<file path="config.mk">
export PLATFORM = sky130hd
export DESIGN_NAME = mastermind_scorer
export DESIGN_NICKNAME = d
export VERILOG_FILES = /design/src/rtl/mm_pkg.sv /design/src/rtl/mm_feedback_encode.sv /design/src/rtl/mastermind_scorer.sv
export SDC_FILE = /design/constraint.sdc
export NUM_CORES = 1
export LEC_CHECK = 0
export BUFFER_PORTS_ARGS = -buffer_cell sky130_fd_sc_hd__buf_2
export CAP_MARGIN = 20
export CORE_MARGIN = 2
export CORE_UTILIZATION = 55
export CTS_CLUSTER_SIZE = 24
export DETAILED_ROUTE_END_ITERATION = 12
export HOLD_SLACK_MARGIN = 0.15
export PLACE_DENSITY = 0.77
export SYNTH_ARGS = -nofsm -noshare
export SYNTH_HDL_FRONTEND = slang
export SYNTH_SLANG_ARGS = --single-unit
</file>
<file path="constraint.sdc">
create_clock -name clk -period 3.6 [get_ports clk]
set_input_delay 0.72 -clock clk [delete_from_list [all_inputs] [get_ports clk]]
set_output_delay 0.72 -clock clk [all_outputs]
set_load 0.02 [all_outputs]
</file>
<file path="src/rtl/mm_pkg.sv">
// Shared constants for the Mastermind scorer: feedback digit codes, scorer FSM
// encoding and clog2-based width helpers.
package mm_pkg;

  localparam logic [1:0] FB_NONE    = 2'd0;
  localparam logic [1:0] FB_PARTIAL = 2'd1;
  localparam logic [1:0] FB_EXACT   = 2'd2;

  typedef enum logic [1:0] {
    ST_IDLE   = 2'd0,
    ST_EXACT  = 2'd1,
    ST_MINSUM = 2'd2,
    ST_FINISH = 2'd3
  } state_t;

  // Bits needed to hold the values 0..max_val inclusive.
  function automatic int count_w(input int max_val);
    return (max_val < 32'sd1) ? 32'sd1 : $clog2(max_val + 32'sd1);
  endfunction

  // Bits needed to index n items (at least one bit).
  function automatic int index_w(input int n);
    return (n < 32'sd2) ? 32'sd1 : $clog2(n);
  endfunction

endpackage

</file>
<file path="src/rtl/mm_feedback_encode.sv">
// Combinational thermometer encoder: exact pegs fill the low slots, partial pegs
// follow, remaining slots are blank. Shared with the history display.
module mm_feedback_encode
  import mm_pkg::*;
#(
  parameter int NPEGS = 4,
  parameter int CNTW  = count_w(NPEGS)
) (
  input  logic [CNTW-1:0]    exact_cnt_i,
  input  logic [CNTW-1:0]    partial_cnt_i,
  output logic [2*NPEGS-1:0] feedback_o
);

  // Slot k compares against the running exact / exact+partial boundaries.
  always_comb begin
    feedback_o = '0;
    for (int k = 0; k < NPEGS; k++) begin
      if (k < int'(exact_cnt_i)) begin
        feedback_o[2*k +: 2] = FB_EXACT;
      end else if (k < int'(exact_cnt_i) + int'(partial_cnt_i)) begin
        feedback_o[2*k +: 2] = FB_PARTIAL;
      end else begin
        feedback_o[2*k +: 2] = FB_NONE;
      end
    end
  end

endmodule

</file>
<file path="src/rtl/mastermind_scorer.sv">
// Sequential Mastermind scorer (histogram method) with win / game_over sequencing.
// Optional turn limit enabled by defining MM_TURN_LIMIT_EN.
module mastermind_scorer
  import mm_pkg::*;
#(
  parameter  int NPEGS     = 4,
  parameter  int CW        = 3,
  parameter  int MAX_TURNS = 8,
  parameter  int END_DELAY = 4,
  localparam int CNTW      = count_w(NPEGS),
  localparam int TW        = count_w(MAX_TURNS)
) (
  input  logic                  clk,
  input  logic                  rst_n,
  input  logic                  new_game,
  input  logic                  start,
  input  logic [NPEGS*CW-1:0]   code,
  input  logic [NPEGS*CW-1:0]   guess,
  output logic                  busy,
  output logic                  done,
  output logic [CNTW-1:0]       exact_cnt,
  output logic [CNTW-1:0]       partial_cnt,
  output logic [2*NPEGS-1:0]    feedback,
  output logic                  win,
  output logic [TW-1:0]         turn_cnt,
  output logic                  game_over
);

  localparam int NCOL = 1 << CW;
  localparam int IW   = index_w(NPEGS);
  localparam int EW   = count_w(END_DELAY);

  state_t                state_q, state_d;
  logic [NPEGS*CW-1:0]   code_q, code_d, guess_q, guess_d;
  logic [IW-1:0]         slot_q, slot_d;
  logic [CW-1:0]         col_q, col_d;
  logic [CNTW-1:0]       exact_acc_q, exact_acc_d, partial_acc_q, partial_acc_d;
  logic [CNTW-1:0]       exact_cnt_q, exact_cnt_d, partial_cnt_q, partial_cnt_d;
  logic [CNTW-1:0]       hist_c_q [NCOL];
  logic [CNTW-1:0]       hist_c_d [NCOL];
  logic [CNTW-1:0]       hist_g_q [NCOL];
  logic [CNTW-1:0]       hist_g_d [NCOL];
  logic [2*NPEGS-1:0]    feedback_q, feedback_d, feedback_s;
  logic                  busy_q, busy_d, done_q, done_d, win_q, win_d;
  logic                  armed_q, armed_d, game_over_q, game_over_d;
  logic [EW-1:0]         end_cnt_q, end_cnt_d;
  logic [CW-1:0]         code_slot_s, guess_slot_s;
  logic                  fin_s, turn_end_s;

  function automatic logic [CNTW-1:0] min_cnt(input logic [CNTW-1:0] a, input logic [CNTW-1:0] b);
    return (a < b) ? a : b;
  endfunction

  assign code_slot_s  = code_q[int'(slot_q)*CW +: CW];
  assign guess_slot_s = guess_q[int'(slot_q)*CW +: CW];
  assign fin_s        = (state_q == ST_FINISH) && !new_game;

  mm_feedback_encode #(.NPEGS(NPEGS), .CNTW(CNTW)) u_fb_enc (
    .exact_cnt_i   (exact_acc_q),
    .partial_cnt_i (partial_acc_q),
    .feedback_o    (feedback_s)
  );

  // Scoring FSM and datapath next-state; new_game overrides every state.
  always_comb begin
    state_d       = state_q;
    code_d        = code_q;
    guess_d       = guess_q;
    slot_d        = slot_q;
    col_d         = col_q;
    exact_acc_d   = exact_acc_q;
    partial_acc_d = partial_acc_q;
    hist_c_d      = hist_c_q;
    hist_g_d      = hist_g_q;
    exact_cnt_d   = exact_cnt_q;
    partial_cnt_d = partial_cnt_q;
    feedback_d    = feedback_q;
    win_d         = win_q;
    busy_d        = 1'b0;
    done_d        = 1'b0;
    if (new_game) begin
      state_d = ST_IDLE;
      win_d   = 1'b0;
      for (int j = 0; j < NCOL; j++) begin
        hist_c_d[j] = '0;
        hist_g_d[j] = '0;
      end
    end else begin
      case (state_q)
        ST_IDLE: begin
          if (start && !game_over_q && !armed_q) begin
            state_d       = ST_EXACT;
            code_d        = code;
            guess_d       = guess;
            slot_d        = '0;
            col_d         = '0;
            exact_acc_d   = '0;
            partial_acc_d = '0;
          end else begin
            state_d = ST_IDLE;
          end
        end
        ST_EXACT: begin
          busy_d = 1'b1;
          if (code_slot_s == guess_slot_s) begin
            exact_acc_d = exact_acc_q + CNTW'(1);
          end else begin
            hist_c_d[code_slot_s]  = hist_c_q[code_slot_s] + CNTW'(1);
            hist_g_d[guess_slot_s] = hist_g_q[guess_slot_s] + CNTW'(1);
          end
          if (slot_q == IW'(NPEGS - 1)) begin
            state_d = ST_MINSUM;
          end else begin
            slot_d = slot_q + IW'(1);
          end
        end
        ST_MINSUM: begin
          busy_d        = 1'b1;
          partial_acc_d = partial_acc_q + min_cnt(hist_c_q[col_q], hist_g_q[col_q]);
          if (col_q == CW'(NCOL - 1)) begin
            state_d = ST_FINISH;
          end else begin
            col_d = col_q + CW'(1);
          end
        end
        ST_FINISH: begin
          done_d        = 1'b1;
          exact_cnt_d   = exact_acc_q;
          partial_cnt_d = partial_acc_q;
          feedback_d    = feedback_s;
          win_d         = win_q | (exact_acc_q == CNTW'(NPEGS));
          state_d       = ST_IDLE;
          for (int j = 0; j < NCOL; j++) begin
            hist_c_d[j] = '0;
            hist_g_d[j] = '0;
          end
        end
        default: begin
          state_d = ST_IDLE;
        end
      endcase
    end
  end

  // End sequencing: arm on the ending done, then count up to END_DELAY.
  always_comb begin
    armed_d     = armed_q;
    end_cnt_d   = end_cnt_q;
    game_over_d = game_over_q;
    if (new_game) begin
      armed_d     = 1'b0;
      end_cnt_d   = '0;
      game_over_d = 1'b0;
    end else if (fin_s && (win_d || turn_end_s)) begin
      armed_d   = 1'b1;
      end_cnt_d = '0;
    end else if (armed_q && (end_cnt_q != EW'(END_DELAY))) begin
      end_cnt_d   = end_cnt_q + EW'(1);
      game_over_d = (end_cnt_d == EW'(END_DELAY)) ? 1'b1 : game_over_q;
    end else begin
      end_cnt_d = end_cnt_q;
    end
  end

`ifdef MM_TURN_LIMIT_EN
  logic [TW-1:0] turn_cnt_q, turn_cnt_d;

  // Completed-scoring counter, saturating at the turn limit.
  always_comb begin
    turn_cnt_d = turn_cnt_q;
    if (new_game) begin
      turn_cnt_d = '0;
    end else if (fin_s && (turn_cnt_q != TW'(MAX_TURNS))) begin
      turn_cnt_d = turn_cnt_q + TW'(1);
    end else begin
      turn_cnt_d = turn_cnt_q;
    end
  end

  // Turn counter register.
  always_ff @(posedge clk or negedge rst_n) begin
    if (!rst_n) begin
      turn_cnt_q <= '0;
    end else begin
      turn_cnt_q <= turn_cnt_d;
    end
  end

  assign turn_end_s = (turn_cnt_d == TW'(MAX_TURNS));
  assign turn_cnt   = turn_cnt_q;
`else
  assign turn_end_s = 1'b0;
  assign turn_cnt   = '0;
`endif

  // State, datapath and output registers.
  always_ff @(posedge clk or negedge rst_n) begin
    if (!rst_n) begin
      state_q       <= ST_IDLE;
      code_q        <= '0;
      guess_q       <= '0;
      slot_q        <= '0;
      col_q         <= '0;
      exact_acc_q   <= '0;
      partial_acc_q <= '0;
      exact_cnt_q   <= '0;
      partial_cnt_q <= '0;
      feedback_q    <= '0;
      busy_q        <= 1'b0;
      done_q        <= 1'b0;
      win_q         <= 1'b0;
      armed_q       <= 1'b0;
      game_over_q   <= 1'b0;
      end_cnt_q     <= '0;
      for (int j = 0; j < NCOL; j++) begin
        hist_c_q[j] <= '0;
        hist_g_q[j] <= '0;
      end
    end else begin
      state_q       <= state_d;
      code_q        <= code_d;
      guess_q       <= guess_d;
      slot_q        <= slot_d;
      col_q         <= col_d;
      exact_acc_q   <= exact_acc_d;
      partial_acc_q <= partial_acc_d;
      exact_cnt_q   <= exact_cnt_d;
      partial_cnt_q <= partial_cnt_d;
      feedback_q    <= feedback_d;
      busy_q        <= busy_d;
      done_q        <= done_d;
      win_q         <= win_d;
      armed_q       <= armed_d;
      game_over_q   <= game_over_d;
      end_cnt_q     <= end_cnt_d;
      hist_c_q      <= hist_c_d;
      hist_g_q      <= hist_g_d;
    end
  end

  assign busy        = busy_q;
  assign done        = done_q;
  assign exact_cnt   = exact_cnt_q;
  assign partial_cnt = partial_cnt_q;
  assign feedback    = feedback_q;
  assign win         = win_q;
  assign game_over   = game_over_q;

endmodule

</file>
==> reports/results.ini <==
[setup_path]
cp-start-kind=register
crit_type=reg2reg
path_cells=buf_4, buf_4, mux4_2, mux2_2, a21boi_0, o21ai_1, a21oi_1, a31oi_1, ha_1, fa_1, xnor2_1, xnor2_1, o21ai_0
startpoint=col_q[0]$_DFFE_PN0P_
crit_fanout=7
cp_slowest_stage_delay_ns=0.50
crit_family=multiplexers
r2r_start=col_q[0]$_DFFE_PN0P_
slowest_stage=dfrtp_2
end_kind=register
cp.buffers_inverters=2
required_ns=3.88
arrival_ns=3.58

[synthesis]
synth_common_cells=dfrtp_1, nand2_1, o21ai_0, mux2_2, nor2_1
syn_avg_cell_area_um2=11.0
async_flop_share_pct=100
synth_edf_count=0
synth_area_um2=6030
ys.flop_type=dfrtp_1
synth_top_area_share_pct=44.0
synth.most_common_cell=dfrtp_1
yosysWarningCount=0
synth-seq-cells=106
synth_cell_types=56
synth_top_area_cell=dfrtp_1
yosysSeqAreaShare_pct=44.0
synthTopCellsByArea=dfrtp_1, mux4_2, mux2_2, ha_1, o21ai_0
synthCells=548

[die]
die_w_um=109
io_pins=50
die_area_um2=11800
die_y_um=109
coreArea_um2=10700
rows=38
initial_utilization_pct=56.1

[clocking]
htreeDepth=3
clk-insertion-delay-late_ns=0.40
cts-root-buf=clkbuf_8
clockBufferDepth=2
clk_pin_slew_ns=0.10
cts_tree=built
cts_buffers=9
cts.sinks=106

[sta]
worst_slew_pin_slew_ns=0.769
tns_ns=0
drv_slew=0
finalHoldViolCount=0
fmaxAchievable_mhz=303
grt_setup_unrepaired=false
slew_headroom_pct=48.7
period_minus_slack_ns=3.30
fin_worst_skew_ns=0.0145
fin_crit_sh_pct=91.7
setup_viol=0

[global_route]
grt_first_pass_wirelength_um=23300
grt_max_degree=62
grtUsageTotal_pct=25.8
overflow=0
grt_pass1_vias=4521
grt_antenna_before_repair=0

[drt]
routed-wl-met3_um=900
wl_per_cell_um=19.1
dr_wl_met2_um=6920
maxUsedRoutingLayer=met4
drtIter0Drc=372
drcViolationCount=0
routed_via_density=6.18
ant_nets=0
num_vias=4494
wl_met1_um=5790
drt_first_pass_iters=5
routed_wl_um=13900

[final_layout]
final_nets=633
synthToLayoutAreaGrowth_pct=8.26
diodes=0
fin_area_um2=6530
drive_gt1_share_pct=23.5

[placement]
hpwl_um=10000
portBuffers=45
place_congestion=0.891
dpl_cell_area_um2=6320

[power_and_ir_drop]
p_leak_nw=2.93
power_density_nw_per_um2=854
ir_drop_mv=0.592

[flow_run]
drv_cap=0

[status]
run_status=finished clean

[hold_path]
hp-class=in2async

[worst paths after layout]
kind / cells after the start / to / slack, ns
min in group clk: 2 / partial_cnt[0]$_DFFE_PN0P_ / 0.48
hold reg to reg: 2 / partial_cnt[0]$_DFFE_PN0P_ / 0.48
setup / recovery: 13 / partial_acc_q[2]$_DFFE_PN0P_ / 0.30
max in group asynchronous: 2 / col_q[0]$_DFFE_PN0P_ / 2.37
hold / removal: 1 / done$_DFF_PN0_ / 0.39
setup reg to reg: 13 / partial_acc_q[2]$_DFFE_PN0P_ / 0.30
[cell usage in the layout, fill, tap and decap left out, drive strengths merged, types with 3 or more instances in the layout]
cell,Yosys,layout
a21o,3,3
a21oi,21,21
a22o,22,22
a22oi,3,3
and2,4,4
and3,3,3
buf,22,57
clkbuf,15,9
conb,1,4
dfrtp,106,106
ha,21,21
inv,16,20
mux2,30,30
mux2i,22,22
mux4,21,21
nand2,55,55
nand2b,10,10
nand3,14,14
nand4,3,3
nor2,28,28
nor2b,18,18
nor3,7,7
o21ai,47,47
o22ai,5,5
o2bb2ai,22,22
xnor2,7,7
[registers in the layout (all words and copies together) (netlist names)]
register       count
hist_c_q          24
hist_g_q          24
code_q            12
guess_q           12
feedback           7
col_q              3
end_cnt_q          3
exact_acc_q        3
exact_cnt          3
partial_acc_q      3
partial_cnt        3
slot_q             2
state_q            2
armed_q            1
busy               1
done               1
game_over          1
win                1
[worst register-to-register path, cell delays in order, from the launching register on]
cell	delay (ns)
dfrtp_2	0.50
buf_4	0.21
buf_4	0.16
mux4_2	0.50
mux2_2	0.29
a21boi_0	0.18
o21ai_1	0.11
a21oi_1	0.16
a31oi_1	0.07
ha_1	0.20
fa_1	0.38
xnor2_1	0.19
xnor2_1	0.13
o21ai_0	0.09
[cell families (layout without fill, tap and decap cells)]
family	count (synthesis)	after routing	share of synthesized area [%]
buf+inv	53	89	4.54
compound gates	137	137	15.5
other cells	1	4	0.0622
flops	106	106	44.0
xor+xnor	8	8	1.72
fa+ha+maj	23	23	5.02
simple gates	147	147	11.9
mux	73	73	17.3
[metrics by stage]
step / utilization (%) / hold WS (ns) / instances / setup WS (ns) / total power [W]
after global routing: 60.8 / 0.441 / 727 / 0.0415 / 0.00595
final: 60.8 / 0.387 / 727 / 0.299 / 0.00558
after CTS: 60.7 / 0.406 / 727 / 0.127 / 0.00557
after global placement: 58.8 / 0.456 / 711 / 0.272 / 0.00467
after detailed placement: 58.8 / 0.459 / 711 / 0.143 / 0.00477
after floorplan: - / 0.424 / 551 / 0.0863 / 0.00409
[timing repair]
| action | in CTS | in global routing |
|---|---|---|
| resized for setup | 0 | 3 |
| setup endpoints to repair | 0 | 2 |
| hold buffers | 0 | 0 |
| setup buffers | 0 | 0 |
[power breakdown]
group / internal [W] / switching (W) / total [W] / leakage (nW)
registers: 0.00153 / 0.000333 / 0.00186 / 1.41
logic: 0.00125 / 0.00168 / 0.00293 / 1.41
clock network: 0.000334 / 0.000448 / 0.000782 / 0.107
[final cells by class]
class                   instances  area [um^2]
clock inverters                 7         81.3
clock buffers                   9          124
fillers                       910         4220
well taps                     140          175
inverters                      16         60.1
multi-input cells             392         3120
repair buffers                 57          318
flip-flops and latches        106         2660
[layer usage]
metal  track usage (%)  vias up
li1                  -     2057
met1              33.9     2233
met2              42.6      177
met3              5.86       27
met4              8.79        0
met5                 0        -
No activity file was read; power rests on OpenSTA's default activity.
